$ cat src/rtl/rv32_pkg.sv
// Shared RV32I definitions: opcodes, the canonical NOP and the fetch FSM encoding.
package rv32_pkg;

    localparam logic [6:0] OP_R      = 7'b0110011;
    localparam logic [6:0] OP_I      = 7'b0010011;
    localparam logic [6:0] OP_LOAD   = 7'b0000011;
    localparam logic [6:0] OP_STORE  = 7'b0100011;
    localparam logic [6:0] OP_BRANCH = 7'b1100011;
    localparam logic [6:0] OP_JAL    = 7'b1101111;
    localparam logic [6:0] OP_JALR   = 7'b1100111;
    localparam logic [6:0] OP_LUI    = 7'b0110111;

    // addi x0, x0, 0
    localparam logic [31:0] RV_NOP = 32'h0000_0013;

    typedef enum logic [2:0] {
        FETCH  = 3'd0,
        WAIT   = 3'd1,
        HOLD   = 3'd2,
        SQUASH = 3'd3,
        FAULT  = 3'd4
    } fetch_state_t;

endpackage

$ cat src/rtl/instr_fetch.sv
// Instruction-fetch front end: one outstanding imem read, holds the returned
// word with its PC for the decoder, handles redirects and misaligned targets.
//
// state  | meaning
// -------+------------------------------------------------------------
// FETCH  | issue imem_req for pc (single-cycle pulse)
// WAIT   | request outstanding, waiting for imem_rvalid
// HOLD   | instr_out/pc_out presented, waiting for instr_ready
// SQUASH | request to a stale pc outstanding; drop its response
// FAULT  | misaligned redirect seen; frozen until rst
module instr_fetch
    import rv32_pkg::*;
#(
    parameter logic [31:0] RESET_PC = 32'h0000_0000,
    parameter int          XLEN     = 32
) (
    input  logic            clk,
    input  logic            rst,
    output logic            imem_req,
    output logic [XLEN-1:0] imem_addr,
    input  logic [XLEN-1:0] imem_rdata,
    input  logic            imem_rvalid,
    input  logic            redirect_valid,
    input  logic [XLEN-1:0] redirect_pc,
    output logic [XLEN-1:0] instr_out,
    output logic [XLEN-1:0] pc_out,
    output logic            instr_valid,
    input  logic            instr_ready,
    output logic            fetch_fault
);

    fetch_state_t    state_q, state_d;
    logic [XLEN-1:0] pc_q, pc_d;
    logic [XLEN-1:0] instr_q, instr_d;
    logic [XLEN-1:0] pc_out_q, pc_out_d;
    logic            valid_q, valid_d;
    logic            fault_q, fault_d;

    // Next-state logic and the imem request; redirects take priority over
    // the normal per-state progression.
    always_comb begin
        state_d  = state_q;
        pc_d     = pc_q;
        instr_d  = instr_q;
        pc_out_d = pc_out_q;
        valid_d  = valid_q;
        fault_d  = fault_q;

        // Request is held off while rst is asserted, since memory is in reset too.
        imem_req  = (state_q == FETCH) && !rst;
        imem_addr = pc_q;

        if (state_q != FAULT) begin
            if (redirect_valid && (redirect_pc[1:0] != 2'b00)) begin
                fault_d = 1'b1;
                valid_d = 1'b0;
                pc_d    = redirect_pc;
                state_d = FAULT;
            end else if (redirect_valid) begin
                pc_d    = redirect_pc;
                valid_d = 1'b0;
                case (state_q)
                    FETCH:   state_d = SQUASH;
                    WAIT:    state_d = imem_rvalid ? FETCH : SQUASH;
                    HOLD:    state_d = FETCH;
                    // A response landing with the redirect retires the stale
                    // request; otherwise keep waiting for it.
                    SQUASH:  state_d = imem_rvalid ? FETCH : SQUASH;
                    default: state_d = state_q;
                endcase
            end else begin
                case (state_q)
                    FETCH: state_d = WAIT;
                    WAIT: begin
                        if (imem_rvalid) begin
                            instr_d  = imem_rdata;
                            pc_out_d = pc_q;
                            valid_d  = 1'b1;
                            state_d  = HOLD;
                        end
                    end
                    HOLD: begin
                        if (valid_q && instr_ready) begin
                            pc_d    = pc_q + XLEN'(4);
                            valid_d = 1'b0;
                            state_d = FETCH;
                        end
                    end
                    SQUASH: begin
                        if (imem_rvalid) begin
                            state_d = FETCH;
                        end
                    end
                    default: state_d = state_q;
                endcase
            end
        end
    end

    // State and output registers with synchronous reset.
    always_ff @(posedge clk) begin
        if (rst) begin
            state_q  <= FETCH;
            pc_q     <= RESET_PC;
            instr_q  <= RV_NOP;
            pc_out_q <= '0;
            valid_q  <= 1'b0;
            fault_q  <= 1'b0;
        end else begin
            state_q  <= state_d;
            pc_q     <= pc_d;
            instr_q  <= instr_d;
            pc_out_q <= pc_out_d;
            valid_q  <= valid_d;
            fault_q  <= fault_d;
        end
    end

    assign instr_out   = instr_q;
    assign pc_out      = pc_out_q;
    assign instr_valid = valid_q;
    assign fetch_fault = fault_q;

endmodule

$ cat config.mk
export PLATFORM = sky130hd
export DESIGN_NAME = instr_fetch
export DESIGN_NICKNAME = d
export VERILOG_FILES = /design/src/rtl/rv32_pkg.sv /design/src/rtl/instr_fetch.sv
export SDC_FILE = /design/constraint.sdc
export NUM_CORES = 1
export LEC_CHECK = 0
export ABC_AREA = 1
export BUFFER_PORTS_ARGS = -buffer_cell sky130_fd_sc_hd__buf_2
export CAP_MARGIN = 5
export CORE_MARGIN = 10
export CORE_UTILIZATION = 40
export CTS_BUF_LIST = sky130_fd_sc_hd__clkbuf_2
export DETAILED_ROUTE_END_ITERATION = 16
export GPL_ROUTABILITY_DRIVEN = 0
export PLACE_DENSITY = 0.64
export SYNTH_ARGS = -nofsm -noshare
export SYNTH_HDL_FRONTEND = slang
export SYNTH_SLANG_ARGS = --single-unit
$ cat constraint.sdc
create_clock -name clk -period 1.55 [get_ports clk]
set_clock_uncertainty 0.05 [all_clocks]
set_input_delay 0.0775 -clock clk [delete_from_list [all_inputs] [get_ports clk]]
set_output_delay 0.0775 -clock clk [all_outputs]
set_load 0.05 [all_outputs]
==> impl_metrics.env, run 1 <==
export IMPL_cp_buffers_inverters=2
export IMPL_crit_path_top_delay_cell="dfxtp_4"
export IMPL_slew_headroom=0.738
export IMPL_core_um2=11900
export IMPL_whs_path_depth=4
export IMPL_cts_buffers=9
export IMPL_ff2ff_path_depth=10
export IMPL_die_y_um=130
export IMPL_async_reset_ff_frac=0
export IMPL_clk_latency_ns=0.63
export IMPL_synth_top_area_frac=0.418
export IMPL_setup_viol=2
export IMPL_endpoint_kind="output port"
export IMPL_yosysMostFrequentCell="nand2_1"
export IMPL_worstPathRequired_ns=1.42
export IMPL_worst_pin_slew_ns=0.393
export IMPL_via_per_inst=4.91
export IMPL_instances_no_fill=1138
export IMPL_grt_use_met2=0.332
export IMPL_final_min_clock_period_ns=1.63
export IMPL_setup_ws_ns=-0.0772
export IMPL_synth_flop_cell="dfxtp_1"
export IMPL_nNetsFinal=1055
export IMPL_antenna_found_initial=1
export IMPL_die_w_um=130
export IMPL_grt_pass1_vias=5361
export IMPL_synth_area_leader_cell="dfxtp_1"
export IMPL_start_kind="flop"
export IMPL_drt_wl_total_mm=17.9
export IMPL_rsz0062_at_grt="yes"
export IMPL_ys_seq_area_frac=0.418
export IMPL_drv_cap=0
export IMPL_power_density_nw_per_um2=831
export IMPL_cts_clk_slew_worst_paths_ns=0.26
export IMPL_cts_max_level=3
export IMPL_die_area_um2=16900
export IMPL_clock_sinks=101
export IMPL_initial_core_util=0.406
export IMPL_gr_usage_met3=0.0552
export IMPL_synth_warnings=0
export IMPL_crit_family="flip-flops"
export IMPL_drtPass1Iterations=4
export IMPL_drive_gt1_frac=0.366
export IMPL_vias=5583
export IMPL_grt_use_total=0.202
export IMPL_vdd_drop_max_mv=0.455
export IMPL_wire_per_inst_um=15.7
export IMPL_status="finished with violations"
export IMPL_final_fill_count=1083
export IMPL_critPathMaxFanout=2
export IMPL_synth_nets=788
export IMPL_cp_slowest_stage_delay_ns=0.42
export IMPL_core_rowCount=40
export IMPL_regArea_um2=2110
export IMPL_leakage_nw=3.25
export IMPL_clockRootBuffer="clkbuf_2"
export IMPL_hpwl_mm=12.4
export IMPL_drtAntennaViolNets=0
export IMPL_syn_to_final_growth_pct=54.3
export IMPL_synth_area_leaders="dfxtp_1 42%, nand2_1 13%, nor2_1 12%"
export IMPL_hold_ws_ns=0.142
export IMPL_crit_arrival_ns=1.50
export IMPL_synthCells=718
export IMPL_hold_violations=0
export IMPL_netlist_area_um2=4840
export IMPL_final_period_utilization=1.05
export IMPL_hold_path_class="primary input to flop"
export IMPL_r2r_slack_ns=-0.05
export IMPL_fin_setup_tns_ns=-0.122
export IMPL_utilization=0.627
export IMPL_met1_usage=0.244
export IMPL_ios=168
export IMPL_dr_first_iter_drc_count=336
export IMPL_grt_first_pass_wirelength_mm=27.3
export IMPL_avgSynthCellArea_um2=6.74
export IMPL_synth_edf_count=0
export IMPL_synth_cell_types=35
export IMPL_crit_type="flop to output port"
export IMPL_cts_tree="done"
export IMPL_ys_ff_latch=101
export IMPL_grt_max_degree=68
export IMPL_drc=0
export IMPL_r2r_end="state_q[0]"
export IMPL_r2r_start="state_q[1]"
export IMPL_overflow=0
export IMPL_place_port_buffers=167
export IMPL_multiInputGateArea_um2=2710
export IMPL_hold_end="instr_out[4]"
export IMPL_p_total_mw=6.21
export IMPL_clockBufferDepth=2
export IMPL_synthTopCellsByCount="170 x nand2_1, 158 x nor2_1, 101 x dfxtp_1"
export IMPL_dpl_cell_count=1032
export IMPL_final_max_slew_viol_count=0
export IMPL_crit_chain="nor2_4 > inv_2 > nor3_4 > buf_6"
export IMPL_fmax_mhz=615
export IMPL_top_usage_layer="met2"
export IMPL_min_from="imem_rdata[4]"
export IMPL_failed_checks="setup timing"
flip-flops by register name, indices dropped and copies added, names as in the netlist:
signal	flops
fetch_fault	1
imem_addr	32
instr_out	32
instr_valid	1
pc_out	32
state_q	3
what timing repair did:
action                     CTS  global route
setup buffers                8            13
pin swaps                    2            28
cloned                       0             1
hold endpoints to repair    70             0
hold buffers                68             0
setup endpoints to repair   27            61
resized for setup           33           116
area by class of cell:
type,count,share of cell area
Inverter,36,0.0201
Sequential cell,101,0.282
Clock buffer,9,0.00603
Tap cell,147,0.0246
Multi-Input combinational cell,544,0.362
Clock inverter,7,0.0102
Antenna cell,1,0.000335
Timing Repair Buffer,293,0.294
tightest hold or removal path, stage by stage:
cell and delay (ns):
dlygate4sd3_1 0.52, buf_2 0.09, nand2_1 0.04, nand3_1 0.05
per-layer routing:
metal / share of wire / vias up
li1: - / 2866
met1: 0.44 / 2521
met2: 0.46 / 170
met3: 0.076 / 26
met4: 0.023 / 0
met5: 0 / -
layout by cell type (no fill, tap or decap), drive strengths merged, types with 2 or more instances in the layout:
cell type	n
clkinv	3
a21oi	51
a211oi	5
or2	3
nand4	7
o21ai	86
a31oi	2
dfxtp	101
inv	39
clkbuf	12
o31ai	3
o22ai	3
buf	222
dlygate4sd3	68
nand2	172
nor2	171
nand3	35
nand3b	2
where the power goes:
part | switching, mW | internal, mW
registers | 0.155 | 2.77
clock network | 0.973 | 0.396
logic | 1.20 | 0.715
cells by family (layout without fill, tap and decap cells):
group	count (synthesis)	after routing	share of synthesized area
AND/OR/NAND/NOR	392	392	0.333
AO/OA/AOI/OAI	151	151	0.175
flip-flops	101	101	0.418
buffers and inverters	73	345	0.0719
adder cells (fa/ha/maj)	1	1	0.00258
other	0	1	0
stage by stage:
stage | setup WS, ns | instance area [µm²]
3_5_place_dp | -0.0785 | 6040
5_1_grt | -0.161 | 7470
2_1_floorplan | 0.00191 | 4900
4_1_cts | -0.144 | 6990
6_report | -0.0772 | 7470
3_3_place_gp | -0.0348 | 6040
worst max path at each step:
stage	startpoint	to	slack (ns)	depth (start not counted)
6_report	state_q[1]	imem_req	-0.08	4
4_1_cts	state_q[0]	imem_req	-0.14	4
3_3_place_gp	imem_addr[2]	imem_addr[24]	-0.03	10
2_1_floorplan	imem_addr[5]	imem_addr[21]	0.002	7
3_5_place_dp	imem_addr[2]	imem_addr[24]	-0.08	10
5_1_grt	state_q[1]	imem_req	-0.16	4
No activity file was read; power rests on OpenSTA's default activity.
==> run 2, diff against run 1 <==
CORE_UTILIZATION = 47   (was 40)
PLACE_DENSITY = 0.77   (was 0.64)
clock period = 1.3 ns   (was 1.55 ns; I/O delays follow)
==> impl_metrics.env, run 2 <==
export IMPL_status="stopped before the end"
export IMPL_stop_stage="global routing"
export IMPL_firstError="[ERROR DPL-0038] Utilization greater than 100%, impossible to legalize"
export IMPL_initial_core_util=0.489
export IMPL_clockRootBuffer="clkbuf_2"
export IMPL_synth_area_leader_cell="dfxtp_1"
export IMPL_synth_warnings=0
export IMPL_synth_cell_types=35
export IMPL_async_reset_ff_frac=0
export IMPL_ys_ff_latch=101
export IMPL_dpl_cell_area_um2=6420
export IMPL_place_port_buffers=167
export IMPL_synthCells=718
export IMPL_netlist_area_um2=4840
export IMPL_die_w_um=121
export IMPL_synthTopCellsByCount="170 x nand2_1, 158 x nor2_1, 101 x dfxtp_1"
export IMPL_ios=168
export IMPL_synth_flop_cell="dfxtp_1"
export IMPL_synth_top_area_frac=0.418
export IMPL_endpoint_type="sequential cell input"
export IMPL_yosysMostFrequentCell="nand2_1"
export IMPL_cts_max_level=3
export IMPL_clockBufferDepth=2
export IMPL_synth_edf_count=0
export IMPL_ys_seq_area_frac=0.418
export IMPL_cts_buffers=9
export IMPL_clock_sinks=101
export IMPL_postGrtWorstEndpoint="pc_out[21]$_SDFFE_PP0P_/D"
export IMPL_die_y_um=121
export IMPL_hpwl_mm=12.6
export IMPL_core_rowCount=36
export IMPL_avgSynthCellArea_um2=6.74
export IMPL_synth_nets=788
export IMPL_synth_area_leaders="dfxtp_1 42%, nand2_1 13%, nor2_1 12%"
export IMPL_grt_max_degree=68
-- run 2: cell counts after synthesis --
No cell type changed its count.
-- run 2: cells by family after synthesis --
kind of cell,share of synthesized area
AND/OR/NAND/NOR,0.333
AO/OA/AOI/OAI,0.175
flip-flops,0.418
buffers and inverters,0.0719
adder cells (fa/ha/maj),0.00258
-- run 2: stage by stage --
| step | util | cells | setup WS [ns] | setup TNS [ns] |
|---|---|---|---|---|
| after floorplan | - | 718 | -0.179 | -2.08 |
| after global placement | 0.648 | 1047 | -0.149 | -4.14 |
| after detailed placement | 0.648 | 1047 | -0.185 | -8.11 |
| after CTS | 0.918 | 1187 | -0.332 | -28.29 |
-- run 2: timing repair --
item	in CTS
hold buffers	70
gates cloned	9
endpoints found under the setup margin	193
buffers inserted	45
hold endpoints to repair	69
pin swaps	11
gates resized for setup	435
==> run 3, diff against run 2 <==
CORE_UTILIZATION = 33   (was 47)
CTS_BUF_LIST = unset   (was sky130_fd_sc_hd__clkbuf_2)
PLACE_DENSITY = unset   (was 0.77)
PLACE_DENSITY_LB_ADDON = 0.15   (was unset)
clock period = 1.7 ns   (was 1.3 ns; I/O delays follow)
==> impl_metrics.env, run 3 (same netlist as run 1, synthesis figures left out) <==
export IMPL_status="finished, final reports clean"
export IMPL_cp_slowest_stage_delay_ns=0.54
export IMPL_crit_arrival_ns=1.80
export IMPL_cts_buffers=9
export IMPL_p_sw_mw=2.12
export IMPL_antenna_found_initial=1
export IMPL_cts_max_level=3
export IMPL_whs_path_depth=5
export IMPL_place_port_buffers=167
export IMPL_vdd_drop_max_mv=0.576
export IMPL_worstPathRequired_ns=1.88
export IMPL_clk_latency_ns=0.36
export IMPL_grt_max_degree=68
export IMPL_r2r_end="imem_addr[1]"
export IMPL_worst_pin_slew_ns=0.466
export IMPL_final_max_slew_viol_count=0
export IMPL_start_kind="flop"
export IMPL_dpl_cell_area_um2=5970
export IMPL_fin_setup_tns_ns=0
export IMPL_hold_end="imem_addr[7]"
export IMPL_crit_path_top_delay_cell="dlygate4sd3_1"
export IMPL_syn_to_final_growth_pct=38.8
export IMPL_die_w_um=141
export IMPL_cts_clk_slew_worst_paths_ns=0.08
export IMPL_hpwl_mm=12.3
export IMPL_clockRootBuffer="clkbuf_16"
export IMPL_die_y_um=141
export IMPL_wire_per_inst_um=15.1
export IMPL_hold_path_class="primary input to flop"
export IMPL_cts_tree="done"
export IMPL_final_cell_mix="170 x nand2_1, 167 x buf_2, 152 x nor2_1"
export IMPL_r2r_start="state_q[1]"
export IMPL_drtAntennaViolNets=0
export IMPL_grt_pass1_vias=5174
export IMPL_endpoint_kind="flop"
export IMPL_core_um2=14500
export IMPL_die_area_um2=19900
export IMPL_nNetsFinal=997
export IMPL_p_total_mw=6.39
export IMPL_p_int_mw=4.27
export IMPL_slew_headroom=0.690
export IMPL_design_area_um2=6720
export IMPL_initial_core_util=0.334
export IMPL_drive_gt1_frac=0.290
export IMPL_ios=168
export IMPL_fmax_mhz=615
export IMPL_r2r_slack_ns=0.07
export IMPL_grt_use_total=0.168
export IMPL_clockBufferDepth=2
export IMPL_setup_viol=0
export IMPL_rsz0062_at_grt="yes"
export IMPL_cp_depth=6
export IMPL_drt_wl_total_mm=16.9
export IMPL_drtPass1Iterations=6
export IMPL_pwr_share_comb=0.226
export IMPL_crit_family="buffers and inverters"
export IMPL_critPathMaxFanout=5
export IMPL_drc=0
export IMPL_hold_violations=0
export IMPL_final_min_clock_period_ns=1.63
export IMPL_overflow=0
export IMPL_final_fill_count=1558
export IMPL_dr_first_iter_drc_count=236
export IMPL_layout_commonest_cell="nand2_1"
export IMPL_ff2ff_path_depth=6
export IMPL_vias=5214
export IMPL_clock_sinks=101
export IMPL_leakage_nw=2.92
export IMPL_min_from="redirect_pc[7]"
export IMPL_final_period_utilization=0.956
export IMPL_power_density_nw_per_um2=952
export IMPL_power_share_clock=0.362
export IMPL_grt_first_pass_wirelength_mm=27.3
export IMPL_drv_cap=0
export IMPL_via_per_inst=4.67
export IMPL_swShare=0.332
export IMPL_crit_type="flop to flop"
export IMPL_p_seq_frac=0.412
export IMPL_cp_buffers_inverters=2
export IMPL_core_rowCount=44
export IMPL_crit_chain="nor2_1 > nand2_1 > buf_4 > nand3_1 > dlygate4sd3_1 > a21oi_1"
[run 3: layout make-up]
class	count	area [µm²]	share of cell area
Antenna cell	1	2.50	0.000373
Timing Repair Buffer	235	1480	0.220
Clock buffer	9	225	0.0335
Clock inverter	7	104	0.0155
Tap cell	184	230	0.0343
Multi-Input combinational cell	544	2490	0.371
Sequential cell	101	2040	0.304
Inverter	36	140	0.0209
[run 3: worst max-delay path by stage]
stage | start | endpoint | slack [ns]
after floorplan | state_q[1] | imem_req | 0.003
after global placement | imem_addr[3] | imem_addr[22] | 0.11
after detailed placement | imem_addr[3] | imem_addr[16] | 0.08
after CTS | imem_addr[3] | imem_addr[16] | 0.05
after global routing | imem_addr[3] | imem_addr[22] | -0.02
final | state_q[1] | imem_addr[1] | 0.07
[run 3: timing repair]
item | 4_1_cts | 5_1_grt
resized for setup | 0 | 10
hold buffers | 38 | 0
endpoints found under the setup margin | 0 | 18
buffers inserted | 0 | 1
hold endpoints to repair | 38 | 0
[run 3: power by group through the flow]
| stage | logic (mW) | registers [mW] | clock network (mW) |
|---|---|---|---|
| finish | 1.45 | 2.63 | 2.31 |
| detailed placement | 1.39 | 2.69 | 0 |
| global route | 1.59 | 2.66 | 2.48 |
| floorplan | 0.539 | 3.13 | 0 |
| global placement | 1.40 | 2.68 | 0 |
| CTS | 1.46 | 2.63 | 2.39 |
[run 3: tightest hold or removal path, stage by stage]
cell and delay, ns:
buf_2 0.09, nand2_1 0.05, o31ai_1 0.06, nand2_1 0.05
a21oi_1 0.05
[run 3: per-stage QoR]
step	hold WS, ns	setup slack, ns	util	std cells
3_3_place_gp	0.235	0.108	0.412	1061
6_report	0.00946	0.0745	0.464	1117
2_1_floorplan	0.148	0.00291	-	718
4_1_cts	0.00514	0.0483	0.461	1115
5_1_grt	0.0390	-0.0250	0.464	1116
3_5_place_dp	0.246	0.0798	0.412	1061
[run 3: layer usage]
metal	share of wire	global-route usage
met1	0.43	0.197
met2	0.48	0.281
met3	0.071	0.0561
met4	0.016	0.0527
met5	0	0
==> run 4, diff against run 3 <==
CORE_ASPECT_RATIO = 1.25   (was unset)
==> impl_metrics.env, run 4 (same netlist as run 1, synthesis figures left out) <==
export IMPL_clockBufferDepth=2
export IMPL_r2r_slack_ns=0.14
export IMPL_worst_path_most_repeated_cell="nand2_1"
export IMPL_layout_commonest_cell="nand2_1"
export IMPL_power_density_nw_per_um2=937
export IMPL_ios=168
export IMPL_die_w_um=128
export IMPL_cts_tree="done"
export IMPL_crit_family="simple AND/OR/NAND/NOR gates"
export IMPL_cts_max_level=3
export IMPL_cp_buffers_inverters=0
export IMPL_die_y_um=155
export IMPL_final_min_clock_period_ns=1.56
export IMPL_crit_arrival_ns=1.75
export IMPL_place_port_buffers=167
export IMPL_worstPathRequired_ns=1.90
export IMPL_regArea_um2=2040
export IMPL_fin_setup_tns_ns=0
export IMPL_cts_buffers=9
export IMPL_cp_slowest_stage_delay_ns=0.39
export IMPL_clock_sinks=101
export IMPL_hpwl_mm=12.8
export IMPL_critPathMaxFanout=6
export IMPL_rsz0062_at_grt="no"
export IMPL_slew_headroom=0.772
export IMPL_clk_latency_ns=0.36
export IMPL_crit_path_top_delay_cell="dfxtp_2"
export IMPL_drv_cap=0
export IMPL_grt_use_total=0.168
export IMPL_fmax_mhz=643
export IMPL_worst_pin_slew_ns=0.341
export IMPL_drt_wl_total_mm=17.4
export IMPL_vdd_drop_max_mv=0.469
export IMPL_multiInputGateArea_um2=2500
export IMPL_final_max_slew_viol_count=0
export IMPL_via_per_inst=4.72
export IMPL_wire_per_inst_um=15.6
export IMPL_drtPass1Iterations=4
export IMPL_clockRootBuffer="clkbuf_16"
export IMPL_dr_first_iter_drc_count=203
export IMPL_overflow=0
export IMPL_core_rowCount=49
export IMPL_antenna_found_initial=4
export IMPL_final_period_utilization=0.915
export IMPL_core_um2=14400
export IMPL_cp_depth=9
export IMPL_crit_chain="nand2_1 > nor2_2 > nand2_1 > nor2_1 > nand2_1 > nand2_1 > nand3_1 > nand2_1 > a21oi_2"
export IMPL_crit_type="flop to flop"
export IMPL_die_area_um2=19900
export IMPL_p_total_mw=6.30
export IMPL_hold_violations=0
export IMPL_syn_to_final_growth_pct=39.0
export IMPL_nNetsFinal=999
export IMPL_vias=5256
export IMPL_final_cell_mix="170 x nand2_1, 167 x buf_2, 153 x nor2_1"
export IMPL_hold_path_class="primary input to flop"
export IMPL_grt_max_degree=54
export IMPL_status="finished, final reports clean"
export IMPL_leakage_nw=2.93
export IMPL_setup_viol=0
export IMPL_ff2ff_path_depth=9
export IMPL_grt_first_pass_wirelength_mm=26.8
export IMPL_cts_clk_slew_worst_paths_ns=0.07
export IMPL_whs_path_depth=3
export IMPL_start_kind="flop"
export IMPL_drive_gt1_frac=0.291
export IMPL_grt_pass1_vias=5144
export IMPL_drtAntennaViolNets=0
export IMPL_drc=0
export IMPL_final_fill_count=1511
export IMPL_initial_core_util=0.336
export IMPL_endpoint_kind="flop"
-- run 4: cell count changes in the layout (fill, tap and decap cells not counted), sizes merged --
cell,before,now
dlygate4sd3,38,36
clkinv,3,2
clkinvlp,0,1
clkbuf,9,12
bufinv,2,1
buf,197,200
inv,38,37
-- run 4: final timing paths --
| path | from | end |
|---|---|---|
| min reg2reg | fetch_fault | fetch_fault |
| max | imem_addr[10] | imem_addr[26] |
| max reg2reg | imem_addr[10] | imem_addr[26] |
| min | redirect_valid | imem_addr[3] |
-- run 4: through the flow --
stage	setup WS [ns]	util	cell area (µm²)	cells	hold slack, ns
2_1_floorplan	0.00291	-	4860	718	0.148
3_3_place_gp	0.0985	0.415	5990	1058	0.240
3_5_place_dp	0.0642	0.415	5990	1058	0.238
4_1_cts	0.0448	0.462	6660	1110	0.00361
5_1_grt	0.00863	0.467	6730	1113	0.0381
6_report	0.144	0.467	6730	1113	0.00949
-- run 4: power by group --
| part | internal [mW] | switching (mW) | leakage [nW] |
|---|---|---|---|
| combinational | 0.455 | 1.01 | 1.96 |
| sequential | 2.51 | 0.122 | 0.828 |
| clock | 1.20 | 1.00 | 0.148 |
-- run 4: final cells by class --
type	count	share of cell area
Clock buffer	11	0.0361
Antenna cell	1	0.000372
Sequential cell	101	0.304
Timing Repair Buffer	237	0.225
Clock inverter	5	0.00985
Tap cell	178	0.0331
Inverter	36	0.0212
Multi-Input combinational cell	544	0.371
-- run 4: what timing repair did --
item                       CTS  global route
hold buffers                36             0
hold endpoints to repair    36             0
buffers inserted             0             1
setup endpoints to repair    0            20
gates resized for setup      0            13
-- run 4: worst min-delay path, stage by stage --
cell,delay (ns)
buf_2,0.15
nand2_1,0.08
a31oi_1,0.07
-- run 4: metal layers --
metal	vias to the layer above	share of wire	global-route usage
met5	-	0.0025	0
met4	6	0.025	0.0730
met3	29	0.062	0.0476
met2	120	0.49	0.288
met1	2343	0.42	0.189
li1	2758	-	-
